<file path="src/rtl/acq_trigger_engine_pkg.sv">
`default_nettype none
// ============================================================================
// Module   : acq_pkg
// Purpose  : Shared trigger types, FSM state encoding and beat packing helper
//            for the acquisition/trigger engine.
// Revision : 1.0 - initial release
// ============================================================================
package acq_pkg;

    // Trigger selection codes as seen on trig_type
    localparam logic [1:0] TRIG_NONE = 2'd0;
    localparam logic [1:0] TRIG_RISE = 2'd1;
    localparam logic [1:0] TRIG_FALL = 2'd2;
    localparam logic [1:0] TRIG_EXT  = 2'd3;

    // Engine states; encoding is visible on state_o for debug
    typedef enum logic [2:0] {
        ACQ_IDLE    = 3'd0,
        ACQ_ARM1    = 3'd1,
        ACQ_ARM2    = 3'd2,
        ACQ_CAPTURE = 3'd3,
        ACQ_DONE    = 3'd4
    } acq_state_t;

    // Packs one lane as {strobe, sample}; the sample occupies the low sw bits.
    // Callers cast the result down to the real lane width.
    function automatic logic [31:0] pack_lane(input logic [31:0] sample,
                                              input logic [31:0] strobe,
                                              input int unsigned sw);
        logic [31:0] mask;
        mask = (32'd1 << sw) - 32'd1;
        return (strobe << sw) | (sample & mask);
    endfunction

endpackage
`default_nettype wire

</file>
<file path="src/rtl/acq_trigger_engine_sync_2ff.sv">
`default_nettype none
// ============================================================================
// Module   : sync_2ff
// Purpose  : Single-bit two-flop synchroniser into the clklvds domain.
// Revision : 1.0 - initial release
// ============================================================================
module sync_2ff (
    input  logic clklvds,
    input  logic rstn,
    input  logic d,
    output logic q
);

    logic r_meta;
    logic r_sync;

    // Two flops in series; only r_sync is allowed to fan out
    always_ff @(posedge clklvds or negedge rstn) begin
        if (!rstn) begin
            r_meta <= 1'b0;
            r_sync <= 1'b0;
        end else begin
            r_meta <= d;
            r_sync <= r_meta;
        end
    end

    assign q = r_sync;

endmodule
`default_nettype wire

</file>
<file path="src/rtl/acq_trigger_engine.sv">
`default_nettype none
// ============================================================================
// Module   : acq_trigger_engine
// Purpose  : Registers NSAMP-sample beats, arms from the clk domain, fires on
//            rising/falling/external trigger, writes `length` beats to the
//            event FIFO and holds until readout is acknowledged.
// Options  : ACQ_PRETRIG_EN - PRETRIG-deep delay line ahead of the FIFO data.
// Revision : 1.0 - initial release
// ============================================================================
module acq_trigger_engine
    import acq_pkg::*;
#(
    parameter int NSAMP   = 40,
    parameter int SW      = 12,
    parameter int CW      = 2,
    parameter int LENW    = 16,
    parameter int PRETRIG = 4
) (
    input  logic                          clklvds,
    input  logic                          rstn,
    input  logic [NSAMP*SW-1:0]           samples_i,
    input  logic [NSAMP*CW-1:0]           clkstr_i,
    input  logic                          arm,
    input  logic                          readout_done,
    input  logic [1:0]                    trig_type,
    input  logic [$clog2(NSAMP)-1:0]      trig_ch,
    input  logic [SW-1:0]                 lowerthresh,
    input  logic [SW-1:0]                 upperthresh,
    input  logic [LENW-1:0]               length,
    input  logic                          ext_trig,
    input  logic                          fifo_full,
    output logic                          fifo_wr,
    output logic [NSAMP*(SW+CW)-1:0]      fifo_data,
    output logic [LENW-1:0]               triggercount,
    output logic [15:0]                   eventcount,
    output logic                          overflow,
    output logic [2:0]                    state_o
);

    localparam int LW = SW + CW;
    localparam int BW = NSAMP * LW;

    logic [NSAMP*SW-1:0]   r_samples;
    logic [NSAMP*CW-1:0]   r_clkstr;
    logic [BW-1:0]         w_packed;
    logic [BW-1:0]         w_beat;
    logic                  w_arm;
    logic                  w_rdone;
    acq_state_t            r_state;
    acq_state_t            w_next;
    logic [1:0]            r_trig_type;
    logic signed [SW-1:0]  w_lane;
    logic                  w_below;
    logic                  w_above;
    logic                  w_can_write;

    sync_2ff u_sync_arm (
        .clklvds (clklvds),
        .rstn    (rstn),
        .d       (arm),
        .q       (w_arm)
    );

    sync_2ff u_sync_rdone (
        .clklvds (clklvds),
        .rstn    (rstn),
        .d       (readout_done),
        .q       (w_rdone)
    );

    // Input register stage: trigger decisions and FIFO data both come from here
    always_ff @(posedge clklvds or negedge rstn) begin
        if (!rstn) begin
            r_samples <= '0;
            r_clkstr  <= '0;
        end else begin
            r_samples <= samples_i;
            r_clkstr  <= clkstr_i;
        end
    end

    for (genvar k = 0; k < NSAMP; k++) begin : g_lane
        assign w_packed[k*LW +: LW] = LW'(pack_lane(32'(r_samples[k*SW +: SW]),
                                                    32'(r_clkstr[k*CW +: CW]),
                                                    SW));
    end

`ifdef ACQ_PRETRIG_EN
    logic [BW-1:0] r_dly [PRETRIG];

    // Free-running delay line so pre-trigger history is always available
    always_ff @(posedge clklvds or negedge rstn) begin
        if (!rstn) begin
            for (int i = 0; i < PRETRIG; i++) r_dly[i] <= '0;
        end else begin
            r_dly[0] <= w_packed;
            for (int i = 1; i < PRETRIG; i++) r_dly[i] <= r_dly[i-1];
        end
    end

    assign w_beat = r_dly[PRETRIG-1];
`else
    assign w_beat = w_packed;
`endif

    assign w_lane      = r_samples[trig_ch*SW +: SW];
    assign w_below     = w_lane < $signed(lowerthresh);
    assign w_above     = w_lane > $signed(upperthresh);
    assign w_can_write = !fifo_full && (triggercount < length);

    // State register
    always_ff @(posedge clklvds or negedge rstn) begin
        if (!rstn) r_state <= ACQ_IDLE;
        else       r_state <= w_next;
    end

    // Next-state logic; losing arm only matters while waiting for a trigger
    always_comb begin
        w_next = r_state;
        case (r_state)
            ACQ_IDLE: begin
                if (w_arm) begin
                    if (trig_type == TRIG_NONE || (trig_type == TRIG_EXT && ext_trig))
                        w_next = ACQ_CAPTURE;
                    else
                        w_next = ACQ_ARM1;
                end
            end
            ACQ_ARM1: begin
                if (!w_arm) w_next = ACQ_IDLE;
                else begin
                    case (r_trig_type)
                        TRIG_RISE: if (w_below)  w_next = ACQ_ARM2;
                        TRIG_FALL: if (w_above)  w_next = ACQ_ARM2;
                        TRIG_EXT:  if (ext_trig) w_next = ACQ_CAPTURE;
                        default:                 w_next = ACQ_IDLE;
                    endcase
                end
            end
            ACQ_ARM2: begin
                if (!w_arm) w_next = ACQ_IDLE;
                else begin
                    case (r_trig_type)
                        TRIG_RISE: if (w_above) w_next = ACQ_CAPTURE;
                        TRIG_FALL: if (w_below) w_next = ACQ_CAPTURE;
                        default:                w_next = ACQ_IDLE;
                    endcase
                end
            end
            ACQ_CAPTURE: if (!w_can_write) w_next = ACQ_DONE;
            ACQ_DONE:    if (w_rdone)      w_next = ACQ_IDLE;
            default:                       w_next = ACQ_IDLE;
        endcase
    end

    // Capture datapath, counters and sticky overflow
    always_ff @(posedge clklvds or negedge rstn) begin
        if (!rstn) begin
            fifo_wr      <= 1'b0;
            fifo_data    <= '0;
            triggercount <= '0;
            eventcount   <= '0;
            overflow     <= 1'b0;
            r_trig_type  <= TRIG_NONE;
        end else begin
            fifo_wr <= 1'b0;
            case (r_state)
                ACQ_IDLE: begin
                    triggercount <= '0;
                    r_trig_type  <= trig_type;
                end
                ACQ_CAPTURE: begin
                    fifo_data <= w_beat;
                    if (w_can_write) begin
                        fifo_wr      <= 1'b1;
                        triggercount <= triggercount + 1'b1;
                    end else begin
                        // All-ones doubles as the event-ready flag polled from clk
                        triggercount <= '1;
                        eventcount   <= eventcount + 16'd1;
                        if (fifo_full && (triggercount < length)) overflow <= 1'b1;
                    end
                end
                ACQ_DONE: begin
                    if (w_rdone) triggercount <= '0;
                end
                default: ;
            endcase
        end
    end

    assign state_o = r_state;

endmodule
`default_nettype wire
</file>
<file path="config.mk">
export PLATFORM = sky130hd
export DESIGN_NAME = acq_trigger_engine
export DESIGN_NICKNAME = d
export VERILOG_FILES = /design/src/rtl/acq_trigger_engine_pkg.sv /design/src/rtl/acq_trigger_engine_sync_2ff.sv /design/src/rtl/acq_trigger_engine.sv
export SDC_FILE = /design/constraint.sdc
export NUM_CORES = 2
export LEC_CHECK = 0
export ABC_AREA = 0
export BUFFER_PORTS_ARGS = -buffer_cell sky130_fd_sc_hd__buf_2
export CORE_AREA = 2 2 472 474
export DETAILED_ROUTE_END_ITERATION = 7
export DIE_AREA = 0 0 474 476
export MAX_ROUTING_LAYER = met4
export PLACE_DENSITY = 0.47
export SETUP_SLACK_MARGIN = 0.3
export SYNTH_ARGS = -nofsm -noshare
export SYNTH_HDL_FRONTEND = slang
export SYNTH_SLANG_ARGS = --single-unit
</file>
<file path="constraint.sdc">
create_clock -name clklvds -period 3.98 [get_ports clklvds]
set_input_delay 0.796 -clock clklvds [delete_from_list [all_inputs] [get_ports clklvds]]
set_output_delay 0.796 -clock clklvds [all_outputs]
set_load 0.03 [all_outputs]
</file>
[After elaboration in Yosys (flattened, before gate mapping)]
Index checks and enable logic that the tools add are counted.
Word-level totals
  input bits: 614
  output and inout port bits: 597
  logic and storage cells: 108
  register bits: 1163
Operators by class
  shift operators: 1
  bitwise operators: 41
  order comparisons: 3
  muxes and demuxes: 19
  equal/unequal tests: 16
  reduce and logical (&&, ||, !) cells: 12
  $mul: 1
  add/subtract/negate cells: 2
Operators by type and width (number)
  $or A14 B12 Y14: 40
  $shiftx A480 B11 Y12: 1
  $pmux W16 S3: 1
  $add A16 B1 Y16 const B: 2
  $mux W16: 2
  $mux W3: 10
  $ne A4 B4 Y1 const B: 5
  $lt A16 B16 Y1: 1
  $pmux W3 S5: 1
  $gt A12 B12 Y1: 1
  $lt A12 B12 Y1: 1
  $pmux W3 S3: 1
  $mul A6 B2 Y8 const B: 1
  $reduce_and A8 Y1: 1
  $eq A2 B2 Y1 const B: 3
  $eq A3 B2 Y1 const B: 2
  $pmux W3 S2: 1
  $ne A2 B1 Y1 const B: 2
  $reduce_and A2 Y1: 2
  $eq A3 B1 Y1 const B: 1
  $eq A3 B3 Y1 const B: 1
  $logic_and A1 B1 Y1: 3
  $logic_not A3 Y1: 1
  $reduce_and A3 Y1: 1
  other kinds (9): 10

[Longest topological paths before layout]
  depth after elaboration: 7
  gate-level depth with buffers: 16
  mapped depth without buffers: 12

[Hierarchy]
From an unflattened synthesis, not the netlist that was laid out.
Unflattened totals
  cell total of the unflattened synthesis: 3529
  area total of the unflattened synthesis: 41793.8 µm²
By module, submodules not included
  acq_trigger_engine: cells each 3525, times used 1, area each 41693.7 µm², seq. area each 29002.8 µm²
  sync_2ff: cells each 2, times used 2, area each 50.0 µm², seq. area each 50.0 µm²

[Worst setup path after synthesis]
No wires, ideal clock.
  path kind: input to register
  start point: in trig_ch[0]
  end point: reg r_state[0], in the netlist state_o[0]
  required time: 3.852 ns
  cell stages on the path: 14
  path buffers: 2
  path slack: -0.675 ns
  arrival: 4.527 ns
  path through: buf_6 -> buf_1 -> mux4_2 -> mux4_2 -> a221oi_1 -> a21oi_1 -> ha_1 -> a21o_1 -> a21o_1 -> a211o_1 -> a21oi_1 -> o21ai_1 -> a211oi_2 -> mux2_1
Between the ends
  cells in the longest elaborated chain, start to end: 5
RTL lines
  start: declaration: RTL line acq_trigger_engine.sv:26  | input logic [$clog2(NSAMP)-1:0] trig_ch,
  $mul A6 B2 Y8 (*): RTL line acq_trigger_engine.sv:106  | assign w_lane = r_samples[trig_ch*SW +: SW];
  $shiftx A480 B11 Y12 (*): RTL line acq_trigger_engine.sv:106
  $gt A12 B12 Y1 or $lt A12 B12 Y1 (tied branches): RTL line acq_trigger_engine.sv:108, acq_trigger_engine.sv:107
  $ne A4 B4 Y1 (no source line)
  $reduce_and A8 Y1 (no source line) (*)
  end signal: assignment: RTL line acq_trigger_engine.sv:114  | else r_state <= w_next;
  end: declaration: RTL line acq_trigger_engine.sv:49  | acq_state_t r_state;
Every way passes the cells marked *; elsewhere a longest branch is shown, timed or not.
A chain may end at the register's enable or synchronous reset.

[Final worst setup path]
  start point: reg r_samples[5]
  end point: reg r_state[0], in the netlist state_o[0]
Between the ends
  cells in the longest elaborated chain, start to end: 4
RTL lines
  start: declaration: RTL line acq_trigger_engine.sv:43  | logic [NSAMP*SW-1:0] r_samples;
  start signal: assignment: RTL line acq_trigger_engine.sv:77  | r_samples <= samples_i;
  $shiftx A480 B11 Y12 (*): RTL line acq_trigger_engine.sv:106
  $gt A12 B12 Y1 or $lt A12 B12 Y1 (tied branches): RTL line acq_trigger_engine.sv:108, acq_trigger_engine.sv:107
  $ne A4 B4 Y1 (no source line)
  $reduce_and A8 Y1 (no source line) (*)
Marked as above.

==> summary.md <==
| Metric | Value |
|---|---|
| First-pass GRT wire length | `just under 300 mm` |
| Critical R2R Launch | `r_samples[5]` |
| CP Launch Type | `register` |
| Post-synth top flop | `dfrtp_1` |
| FF+latch area | `~29000 um^2` |
| Overall power | `around 0.047 W` |
| DRT antenna net count | `0` |
| Synth Warn # | `0` |
| Gr ovfl total | `0` |
| Max-Slew Margin vs Limit | `0.187` |
| Layout cells sized above 1 | `0.354` |
| Max Fclk | `around 0.25 GHz` |
| Crit end category | `register` |
| Count leader, synth | `nand2_1` |
| CP Max Fanout | `2` |
| Pre-antenna DRT Iters | `7` |
| WS Path Type | `reg -> reg` |
| Root buf cell | `clkbuf_16` |
| Cts bufs inserted | `139` |
| Seq cells post-synth | `roughly 1200` |
| H-Tree Depth | `4` |
| Largest net degree at the start of global routing | `180` |
| I/O pin total | `around 1200` |
| DR WL/cell | `27.6 um` |
| Drt total wl | `between 200 and 250 mm` |
| Post-synth cell types | `53` |
| Worst min-delay path class | `in -> reg` |
| Final hold violation count | `0` |
| Worst hold endpoint | `r_clkstr[40]` |
| Synth area leader | `dfrtp_1` |
| Post-synth EDFFs | `0` |
| Register area share after synthesis | `0.697` |
| Die area | `between 200000 and 250000 um^2` |
| Failing checks | `negative setup slack` |
| Hold_sp | `clkstr_i[40]` |
| Final min period | `around 4 ns` |
| Slew Viols, Final | `0` |
| Layout net count | `5521` |
| Final Cycle Share | `1.00` |
| Multi-input logic area | `around 12000 um^2` |
| Crit path required time | `4.66 ns` |
| WHS Path Cells | `1` |
| Max_cap viols | `0` |
| Cell area after synthesis | `41700 um^2` |
| Sink Count | `1163` |
| Min setup slack post-route | `-0.00721 ns` |
| Initial DRC count | `2436` |
| Mapped Nets | `roughly 4200` |
| RSZ-0062 raised after global routing | `true` |
| Die Y | `476 um` |
| Finished Cell Area | `between 50000 and 60000 um^2` |
| Top cells by area, synth | `dfrtp_1 (70%), nand2_1 (16%), mux4_2 (7.7%)` |
| FP Rows | `~170` |
| I/O Buffers | `about 1200` |
| Syn Area/Cell | `~12 um^2` |
| Commonest cells post-synth | `nand2_1 (1735), dfrtp_1 (1163), clkbuf_1 (142), mux4_2 (142), inv_1 (52)` |
| Vias in the first global route | `between 30000 and 40000` |
| Crit path DAT | `4.67 ns` |
| Gr usage total | `0.197` |
| Initial antenna violation count | `about 180` |
| Longest Clk Path Bufs | `3` |
| Utilization after layout | `0.261` |
| RePlAce Congestion | `0.907` |
| Reg clk slew, reported paths | `0.06 ns` |
| Leak | `slightly below 30 nW` |
| Outcome | `complete, but fails checks` |
| Core Area | `221000 um^2` |
| DR vias/cell | `roughly 4.0` |
| Placed Area | `between 50000 and 60000 um^2` |
| CTS tree | `yes` |
| HPWL after DPL | `between 150 and 200 mm` |
| Worst-margin pin slew | `between 1 and 1.5 ns` |
| Synth Instances | `between 3000 and 4000` |
| Maximum vdd drop | `a little under 400 uV` |
| RR Endpoint | `state_o[0]` |
| # setup viols final | `2` |
| Initial Util | `0.189` |
| Max Clock Skew | `about 0.025 ns` |
| Via count | `32500` |
| Pwr/cell area | `between 800 and 900 nW/um^2` |
| FF-to-FF setup slack | `-0.007 ns` |
| Synth-to-layout area growth | `38.4%` |
| Area share of the largest cell type after synthesis | `0.697` |
| Fillers | `approximately 24000` |
| FFs w/ async S/R, synth | `1.00` |
| Clock latency on the worst-skew pair | `~0.81 ns` |
| FF-to-FF path depth | `12` |
| Residual DRC | `0` |
| Die Wd | `474 um` |
==> cells by family (layout without fill, tap and decap cells) <==
family / Yosys count / in the layout / synth area share
other: 0 / 110 / 0
DFF: 1163 / 1163 / 0.697
muxes: 159 / 159 / 0.0811
and+or+nand+nor: 1821 / 1821 / 0.167
xor gates and xnor gates: 15 / 15 / 0.00315
buffers and inverters: 225 / 1664 / 0.0208
adders and majority gates: 44 / 44 / 0.0132
AOI/OAI and AO/OA: 108 / 108 / 0.0174
==> worst max-delay path, cell delays in order (launching register included) <==
cell	delay, ns
dfrtp_2	0.47
mux4_2	0.55
mux4_2	0.61
a221oi_2	0.31
a21oi_2	0.09
ha_1	0.33
a21o_1	0.17
a21o_1	0.16
a211o_1	0.28
a21oi_2	0.16
o21ai_2	0.10
a211oi_2	0.29
mux2_1	0.35
==> power breakdown <==
| part | leakage [nW] | switching, W | internal [W] |
|---|---|---|---|
| registers | 14.1 | 0.00201 | 0.0149 |
| clock network | 2.43 | 0.00560 | 0.00832 |
| logic | 12.9 | 0.0122 | 0.00429 |
==> cell type report <==
type,count,area share
Sequential cell,1163,0.504
Inverter,52,0.00338
Tap cell,2975,0.0644
Clock buffer,186,0.0692
Clock inverter,66,0.0169
Timing Repair Buffer,1360,0.133
Multi-Input combinational cell,2147,0.205
Antenna cell,110,0.00476
==> sequential cells by signal, indices dropped and copies added, names as in the netlist <==
name and flops:
u_sync_arm.r_meta 1, r_trig_type 2, fifo_wr 1, fifo_data 560, state_o 3, u_sync_rdone.r_meta 1
eventcount 16, r_samples 480, u_sync_arm.q 1, triggercount 16, u_sync_rdone.q 1, overflow 1
r_clkstr 80
==> worst max-delay path by stage <==
stage | start | end | slack [ns] | depth (start not counted)
2_1_floorplan | trig_ch[0] | state_o[0] | -0.22 | 15
3_3_place_gp | trig_ch[0] | state_o[1] | -1.08 | 14
3_5_place_dp | trig_ch[0] | state_o[1] | -1.04 | 14
4_1_cts | r_samples[41] | state_o[1] | -0.08 | 12
5_1_grt | r_samples[41] | state_o[1] | -0.17 | 12
6_report | r_samples[5] | state_o[0] | -0.007 | 12
==> cell usage in the layout (no fill, tap or decap), types with 20 or more instances in the layout <==
cell type  Yosys  routed
diode_2        0     110
a21oi_1       23      20
clkbuf_16      0     144
nor2_1        22      21
buf_2         14    1206
inv_1         52      52
nand2_1     1735    1735
ha_1          44      44
buf_4          0     110
mux4_2       142     142
clkbuf_8       0      27
o21ai_0       25      24
dfrtp_1     1163    1160
buf_12         0      34
==> layer usage <==
metal  part of all wire  track usage  vias up
met5                  0            -        -
met4              0.028       0.0536        0
met3               0.11       0.0806      311
met2               0.45        0.298     1592
met1               0.41        0.242    16400
li1                   -            -    14200
==> through the flow <==
step | setup slack (ns) | TNS [ns] | cells | hold slack, ns
2_1_floorplan | -0.223 | -0.446 | 3535 | 0.331
3_3_place_gp | -1.08 | -2.16 | 7683 | 0.335
3_5_place_dp | -1.04 | -2.07 | 7683 | 0.337
4_1_cts | -0.0838 | -0.155 | 7943 | 0.000228
5_1_grt | -0.172 | -0.327 | 8038 | 0.0148
6_report | -0.00721 | -0.0125 | 8059 | 0.0884
==> repair_timing <==
item	CTS	global route
resized for setup	5	10
pin swaps	4	5
cloned	0	1
endpoints found under the hold margin	7	0
setup buffers	1	5
endpoints found under the setup margin	2	2
hold buffers	7	0
(Power assumes the default switching activity.)
